### src/rtl/keypad_pkg.sv
// rtl/keypad_pkg.sv - shared types, key-code table and row-drive constants for keypad_scanner
package keypad_pkg;

  typedef enum logic [1:0] {
    SCAN         = 2'd0,
    DEBOUNCE     = 2'd1,
    LATCH        = 2'd2,
    WAIT_RELEASE = 2'd3
  } state_t;

  localparam int STATUS_VALID_BIT = 0;
  localparam int STATUS_OVR_BIT   = 1;

  localparam logic [3:0] COL_IDLE = 4'hF;

  // Active-low one-hot row drive, indexed by row number.
  localparam logic [3:0][3:0] ROW_DRIVE = {4'b0111, 4'b1011, 4'b1101, 4'b1110};

  // Indexed by {row, col}; entry 0 is row0/col0.
  localparam logic [15:0][3:0] KEY_TABLE = {
    4'hD, 4'hF, 4'h0, 4'hE,
    4'hC, 4'h9, 4'h8, 4'h7,
    4'hB, 4'h6, 4'h5, 4'h4,
    4'hA, 4'h3, 4'h2, 4'h1
  };

  // Lowest-index low column wins when several are pressed.
  function automatic logic [1:0] lowest_col(input logic [3:0] pattern);
    logic [1:0] col;
    col = 2'd0;
    if (!pattern[0])      col = 2'd0;
    else if (!pattern[1]) col = 2'd1;
    else if (!pattern[2]) col = 2'd2;
    else if (!pattern[3]) col = 2'd3;
    return col;
  endfunction

endpackage

### src/rtl/keypad_debouncer.sv
// rtl/keypad_debouncer.sv - asserts done when sample has equalled target for N consecutive enabled cycles
module keypad_debouncer #(
  parameter int N = 50000
) (
  input  logic       clk,
  input  logic       rst,
  input  logic       enable,
  input  logic [3:0] sample,
  input  logic [3:0] target,
  output logic       match,
  output logic       done
);

  localparam int W = (N > 1) ? $clog2(N) : 1;

  logic [W-1:0] cnt;

  always_comb begin
    match = (sample == target);
    done  = enable && match && (cnt == W'(N - 1));
  end

  // Counter restarts whenever idle, on any mismatch, or once done is consumed.
  always_ff @(posedge clk or posedge rst) begin
    if (rst) begin
      cnt <= '0;
    end else if (!enable || !match || done) begin
      cnt <= '0;
    end else begin
      cnt <= cnt + 1'b1;
    end
  end

endmodule

### src/rtl/keypad_scanner.sv
// rtl/keypad_scanner.sv - 4x4 keypad scan, debounce and encode with CPU status/data readout
// Optional overrun status bit enabled by defining KEYPAD_OVERRUN_EN.
module keypad_scanner
  import keypad_pkg::*;
#(
  parameter int SCAN_DIV     = 1000,
  parameter int DEBOUNCE_CNT = 50000
) (
  input  logic       clk,
  input  logic       rst,
  output logic [3:0] rowwrite,
  input  logic [3:0] colread,
  input  logic       ack,
  input  logic       statusordata,
  output logic [3:0] keyout
);

  localparam int SW = $clog2(SCAN_DIV);
  localparam logic [SW-1:0] SCAN_LAST = SW'(SCAN_DIV - 1);

  logic [3:0]    col_meta;
  logic [3:0]    col_s;
  state_t        state;
  state_t        state_n;
  logic [1:0]    row_idx;
  logic [1:0]    row_n;
  logic [SW-1:0] scan_cnt;
  logic [SW-1:0] scan_n;
  logic [3:0]    cap;
  logic [3:0]    cap_n;
  logic          db_en;
  logic [3:0]    db_target;
  logic          db_match;
  logic          db_done;
  logic          store;
  logic [3:0]    key_code;
  logic          valid;
  logic          ovr;
  logic [3:0]    status;

  always_ff @(posedge clk or posedge rst) begin
    if (rst) begin
      col_meta <= COL_IDLE;
      col_s    <= COL_IDLE;
    end else begin
      col_meta <= colread;
      col_s    <= col_meta;
    end
  end

  keypad_debouncer #(.N(DEBOUNCE_CNT)) u_debouncer (
    .clk    (clk),
    .rst    (rst),
    .enable (db_en),
    .sample (col_s),
    .target (db_target),
    .match  (db_match),
    .done   (db_done)
  );

  always_comb begin
    state_n   = state;
    row_n     = row_idx;
    scan_n    = scan_cnt;
    cap_n     = cap;
    db_en     = 1'b0;
    db_target = COL_IDLE;
    store     = 1'b0;
    case (state)
      SCAN: begin
        if (scan_cnt == SCAN_LAST) begin
          scan_n = '0;
          if (col_s != COL_IDLE) begin
            cap_n   = col_s;
            state_n = DEBOUNCE;
          end else begin
            row_n = row_idx + 2'd1;
          end
        end else begin
          scan_n = scan_cnt + 1'b1;
        end
      end
      DEBOUNCE: begin
        db_en     = 1'b1;
        db_target = cap;
        if (!db_match) begin
          state_n = SCAN;
          row_n   = row_idx + 2'd1;
        end else if (db_done) begin
          state_n = LATCH;
        end
      end
      LATCH: begin
        store   = !valid || ack;
        state_n = WAIT_RELEASE;
      end
      WAIT_RELEASE: begin
        db_en     = 1'b1;
        db_target = COL_IDLE;
        if (db_done) begin
          state_n = SCAN;
          row_n   = row_idx + 2'd1;
        end
      end
      default: state_n = SCAN;
    endcase
  end

  always_ff @(posedge clk or posedge rst) begin
    if (rst) begin
      state    <= SCAN;
      row_idx  <= 2'd0;
      scan_cnt <= '0;
      cap      <= COL_IDLE;
    end else begin
      state    <= state_n;
      row_idx  <= row_n;
      scan_cnt <= scan_n;
      cap      <= cap_n;
    end
  end

  // A store in the same cycle as ack wins, so valid stays set.
  always_ff @(posedge clk or posedge rst) begin
    if (rst) begin
      key_code <= 4'h0;
      valid    <= 1'b0;
    end else if (store) begin
      key_code <= KEY_TABLE[{row_idx, lowest_col(cap)}];
      valid    <= 1'b1;
    end else if (ack) begin
      valid <= 1'b0;
    end
  end

`ifdef KEYPAD_OVERRUN_EN
  logic drop;
  assign drop = (state == LATCH) && valid && !ack;

  always_ff @(posedge clk or posedge rst) begin
    if (rst) begin
      ovr <= 1'b0;
    end else if (drop) begin
      ovr <= 1'b1;
    end else if (ack) begin
      ovr <= 1'b0;
    end
  end
`else
  assign ovr = 1'b0;
`endif

  assign rowwrite = ROW_DRIVE[row_idx];

  always_comb begin
    status                   = 4'h0;
    status[STATUS_VALID_BIT] = valid;
    status[STATUS_OVR_BIT]   = ovr;
    keyout = statusordata ? key_code : status;
  end

endmodule

### config.mk
export PLATFORM = sky130hd
export DESIGN_NAME = keypad_scanner
export DESIGN_NICKNAME = d
export VERILOG_FILES = /design/src/rtl/keypad_pkg.sv /design/src/rtl/keypad_debouncer.sv /design/src/rtl/keypad_scanner.sv
export SDC_FILE = /design/constraint.sdc
export NUM_CORES = 1
export LEC_CHECK = 0
export ABC_AREA = 1
export CORE_MARGIN = 4
export CORE_UTILIZATION = 55
export DETAILED_ROUTE_END_ITERATION = 16
export GPL_TIMING_DRIVEN = 0
export MAX_ROUTING_LAYER = met4
export PLACE_DENSITY_LB_ADDON = 0.08
export RECOVER_POWER = 100
export SYNTH_ARGS = -nofsm -noshare
export SYNTH_HDL_FRONTEND = slang
export SYNTH_HIERARCHICAL = 1
export SYNTH_SLANG_ARGS = --single-unit
### constraint.sdc
create_clock -name clk -period 4.7 [get_ports clk]
set_input_delay 1.175 -clock clk [delete_from_list [all_inputs] [get_ports clk]]
set_output_delay 1.175 -clock clk [all_outputs]
set_load 0.1 [all_outputs]
# After elaboration in Yosys (flattened, before gate mapping)
# Memory sizes are Yosys's and may differ from the RTL's. A register that Yosys moved wholly into a read port is not among the register bits.
# Cells that the tools add are included.
[totals]
regBits = 43
mem_bits_ro = 64
word_cells = 67
memories = 1
[memory_table]
columns = ["memory", "depth", "width", "rd", "rd_ports_with_merged_regs", "wr", "line", "source"]
rows = [
  ["(name not given)", 16, 4, 1, 1, 0, "keypad_scanner.sv:129", "key_code <= KEY_TABLE[{row_idx, lowest_col(cap)}];"],
]
[op_classes]
addsub = 3
magnitude_cmp = 1
n_eq_ne = 13
mux = 26
n_reduce_logical = 15
[ops]
columns = ["operator", "n"]
rows = [
  ["$mux W2", 14],
  ["$add A16 B1 Y16 const B", 1],
  ["$eq A16 B16 Y1 const B", 1],
  ["$mux W16", 1],
  ["$mux W4", 3],
  ["$add A10 B1 Y10 const B", 1],
  ["$eq A10 B10 Y1 const B", 1],
  ["$mux W10", 1],
  ["$bmux W4 S2", 1],
  ["$ne A2 B2 Y1 const B", 4],
  ["$pmux W2 S4", 1],
  ["$pmux W2 S3", 1],
  ["$reduce_and A5 Y1", 1],
  ["$eq A2 B2 Y1 const B", 2],
  ["$eq A4 B4 Y1", 1],
  ["$mux W1", 4],
  ["$ne A4 B4 Y1 const B", 1],
  ["$reduce_and A4 Y1", 1],
  ["$logic_not A1 Y1", 3],
  ["$logic_or A1 B1 Y1", 3],
  ["$lt A2 B3 Y1 const B", 1],
  ["$ne A3 B2 Y1 const B", 1],
  ["$reduce_and A3 Y1", 1],
  ["$reduce_bool A3 Y1", 1],
  ["7 further kinds", 8],
]

# Depth between registers and ports, before layout
[depth]
ltp_word = 8
depth_mapped = 17
depth_no_buf = 17

# By module
# Netlist, hierarchy kept.
[modules_own_cells]
columns = ["mod", "n_inst", "cells_each", "area_per_inst_um2", "seq_area_each_um2"]
rows = [
  ["keypad_scanner", 1, 209, 1656.6, 790.8],
  ["keypad_debouncer", 1, 131, 963.4, 400.4],
]

# Worst setup path before layout
# No wires, ideal clock.
[synth_path]
path_type = "input -> output"
start = "input port statusordata"
end = "output port keyout[0]"
arrival_time_ns = 3.288
slack_ns = 0.237
stages = 1
path_buffers = 0
cell_sequence = "o21ai_0"
[synth_between]
elab_chain_len = 1
[synth_rtl]
columns = ["element", "line", "source"]
rows = [
  ["start, declared", "keypad_scanner.sv:14", "input logic statusordata,"],
  ["$mux W4", "keypad_scanner.sv:159", "keyout = statusordata ? key_code : status;"],
  ["end, declared", "keypad_scanner.sv:15", "output logic [3:0] keyout"],
]
# No other way between the ends.

# Worst setup path after layout
# Same ends and word-level chain as after synthesis.

==> impl_metrics.py <==
metrics = {
    "drt": {
        "top_layer_used": "met4",
        "wl_met1_mm": 2.17,
        "vias": 2064,
        "drt_wl_total_mm": 4.53,
        "drc": 0,
        "drt_iter0_drc": 99,
        "wl_met3_um": 151,
        "vias_per_cell": 4.97,
        "drtPass1Iterations": 6,
        "final_antenna_net_count": 0,
        "route.met2.wl_mm": 2.14,
        "wl_per_cell_um": 10.9,
    },
    "yosys": {
        "yosys.area.top_type_share_pct": 33.4,
        "synthCells": 340,
        "synth.distinct_cells": 23,
        "synth_nets": 354,
        "synth.avg_cell_area_um2": 7.71,
        "yosysSeqAreaShare_pct": 45.5,
        "synth.area.top_cells": "dfrtp_1, nand2_1, dfstp_2",
        "synth_area_leader_cell": "dfrtp_1",
        "ys_warn_count": 6,
        "ys_ff_latch": 47,
        "syn-cell-area_um2": 2620,
    },
    "cells_and_area": {
        "num_antenna_cells": 0,
        "drive_gt1_share_pct": 9.37,
        "fin_nets": 376,
        "synthToLayoutAreaGrowth_pct": 9.50,
        "mostFrequentLayoutCell": "nand2_1",
        "finish.instance_area_um2": 2870,
        "layout_common_cells": "nand2_1, nor2_1, inv_1",
        "nFillCells": 396,
        "fin_cells": 415,
    },
    "place": {
        "place_area_um2": 2840,
        "place_inst": 407,
        "place.gp.congestion": 0.881,
        "hpwl_mm": 3.43,
        "io_buffers": 15,
    },
    "timing": {
        "slew_headroom_pct": 23.8,
        "rsz0062_at_grt": "no",
        "timing.hold.ws_ns": 0.358,
        "setup_viol": 0,
        "timing.final.crit_share_pct": 89.9,
        "max_freq_mhz": 237,
        "finClkSkew_ns": 0.0173,
        "hold_viol_final": 0,
        "period_minus_slack_ns": 4.23,
        "slew_viol_final": 0,
        "worst_pin_slew_ns": 1.14,
        "finalSetupTns_ns": 0,
    },
    "run_status": {
        "status": "completed",
    },
    "floorplanning": {
        "num_io_pins": 16,
        "coreArea_um2": 4470,
        "dieArea_um2": 5930,
        "rows": 24,
        "initial_core_util_pct": 58.6,
        "die-width_um": 77.0,
        "die_h_um": 77.0,
    },
    "clocking": {
        "cts_tree": "built",
        "cts_resized": 0,
        "clk_pin_slew_ns": 0.08,
        "clkSinkCount": 47,
        "cts_htree_levels": 2,
        "numCtsBuffers": 5,
        "clkLatencyLatePin_ns": 0.30,
        "clockBufferDepth": 2,
        "root_buffer": "clkbuf_8",
        "hold_buffers": 0,
        "postCtsSetupRepairBufs": 0,
    },
    "grt": {
        "grt_start_max_net_pins": 32,
        "antenna_found_initial": 0,
        "grt_usage_pct": 17.4,
        "grt_pass1_vias": 1979,
        "grt_first_pass_wirelength_mm": 8.29,
        "grt-ovfl-total": 0,
    },
    "pwr": {
        "power_per_cell_area_nw_per_um2": 254,
        "leakage_nw": 1.31,
        "peakVddDrop_mv": 0.185,
        "total_power_w": 0.000729,
    },
    "worst_setup_path": {
        "path_class": "input pin to output pin",
        "startpoint_type": "input pin",
        "critPathRequiredTime_ns": 3.52,
        "cp.arrival_ns": 3.05,
        "path_max_fanout": 5,
        "cp-end-kind": "output pin",
    },
    "worst_hold_path": {
        "min_path_type": "register to register",
    },
    "job": {
        "cap_violations": 0,
    },
}
==> cells by family after synthesis <==
kind of cell	share of synthesized area, %
AOI/OAI and AO/OA	5.01
DFF	45.5
and+or+nand+nor	34.4
xor gates and xnor gates	4.68
adders and majority gates	2.87
buffers and inverters	7.59
==> flip-flops by register name, indices dropped and copies added (netlist names), named ones only <==
signal           cells
cap                  4
col_meta             4
col_s                4
key_code             4
row_idx              2
scan_cnt            10
state                1
u_debouncer/cnt     16
valid                1
==> power by group <==
group          internal [W]  leakage [nW]  switching, W
combinational    0.00000769         0.661     0.0000186
clock              0.000159        0.0524      0.000129
sequential         0.000411         0.595    0.00000252
total              0.000578          1.31      0.000150
==> path summary, 6_finish.rpt <==
| check | depth (start not counted) | to | from | slack (ns) |
|---|---|---|---|---|
| worst max-delay path | 4 | keyout[0] | statusordata | 0.47 |
| worst min-delay path | 0 | col_s[3] | col_meta[3] | 0.36 |
| worst max register to register | 11 | u_debouncer/cnt[9] | state[0] | 2.36 |
| worst min register to register | 0 | col_s[3] | col_meta[3] | 0.36 |
| max in group asynchronous | 2 | scan_cnt[2] | rst | 2.37 |
| min in group asynchronous | 2 | u_debouncer/cnt[7] | rst | 1.39 |
==> area by class of cell <==
cell class | count | area [um2] | share of cell area [%]
sequential | 47 | 1190 | 41.5
clock buffer | 7 | 76.3 | 2.66
inverter | 46 | 173 | 6.02
multi-input combinational | 244 | 1170 | 40.9
clock inverter | 1 | 30.0 | 1.05
timing repair buffer | 15 | 150 | 5.23
tap | 52 | 65.1 | 2.27
buffer | 3 | 11.3 | 0.392
==> through the flow <==
step / worst slack [ns] / util, %
2_1_floorplan: 0.237 / -
3_3_place_gp: 0.536 / 63.4
3_5_place_dp: 0.532 / 63.4
4_1_cts: 0.529 / 65.7
5_1_grt: 0.431 / 64.1
6_report: 0.473 / 64.1
==> worst max-delay path: stages <==
cell	delay [ns]
clkdlybuf4s50_1	0.54
nand2_1	0.07
o21ai_0	0.06
dlygate4sd3_1	1.21
==> routing by layer <==
layer / global-route usage (%) / up-vias
met3: 3.86 / 7
met5: - / -
met2: 29.4 / 24
met4: 5.52 / 0
li1: - / 1088
met1: 20.8 / 945
==> cells in the mapped netlist (all sizes together) <==
library cell,number
nand2,95
nor2,73
inv,46
dfrtp,35
nand3,25
dfstp,12
o21ai,11
a21oi,8
nand4,8
xnor2,7
xor2,7
ha,6
o21bai,3
buf,2
a31oi,1
clkbuf,1
No activity file was read; power rests on OpenSTA's default activity.
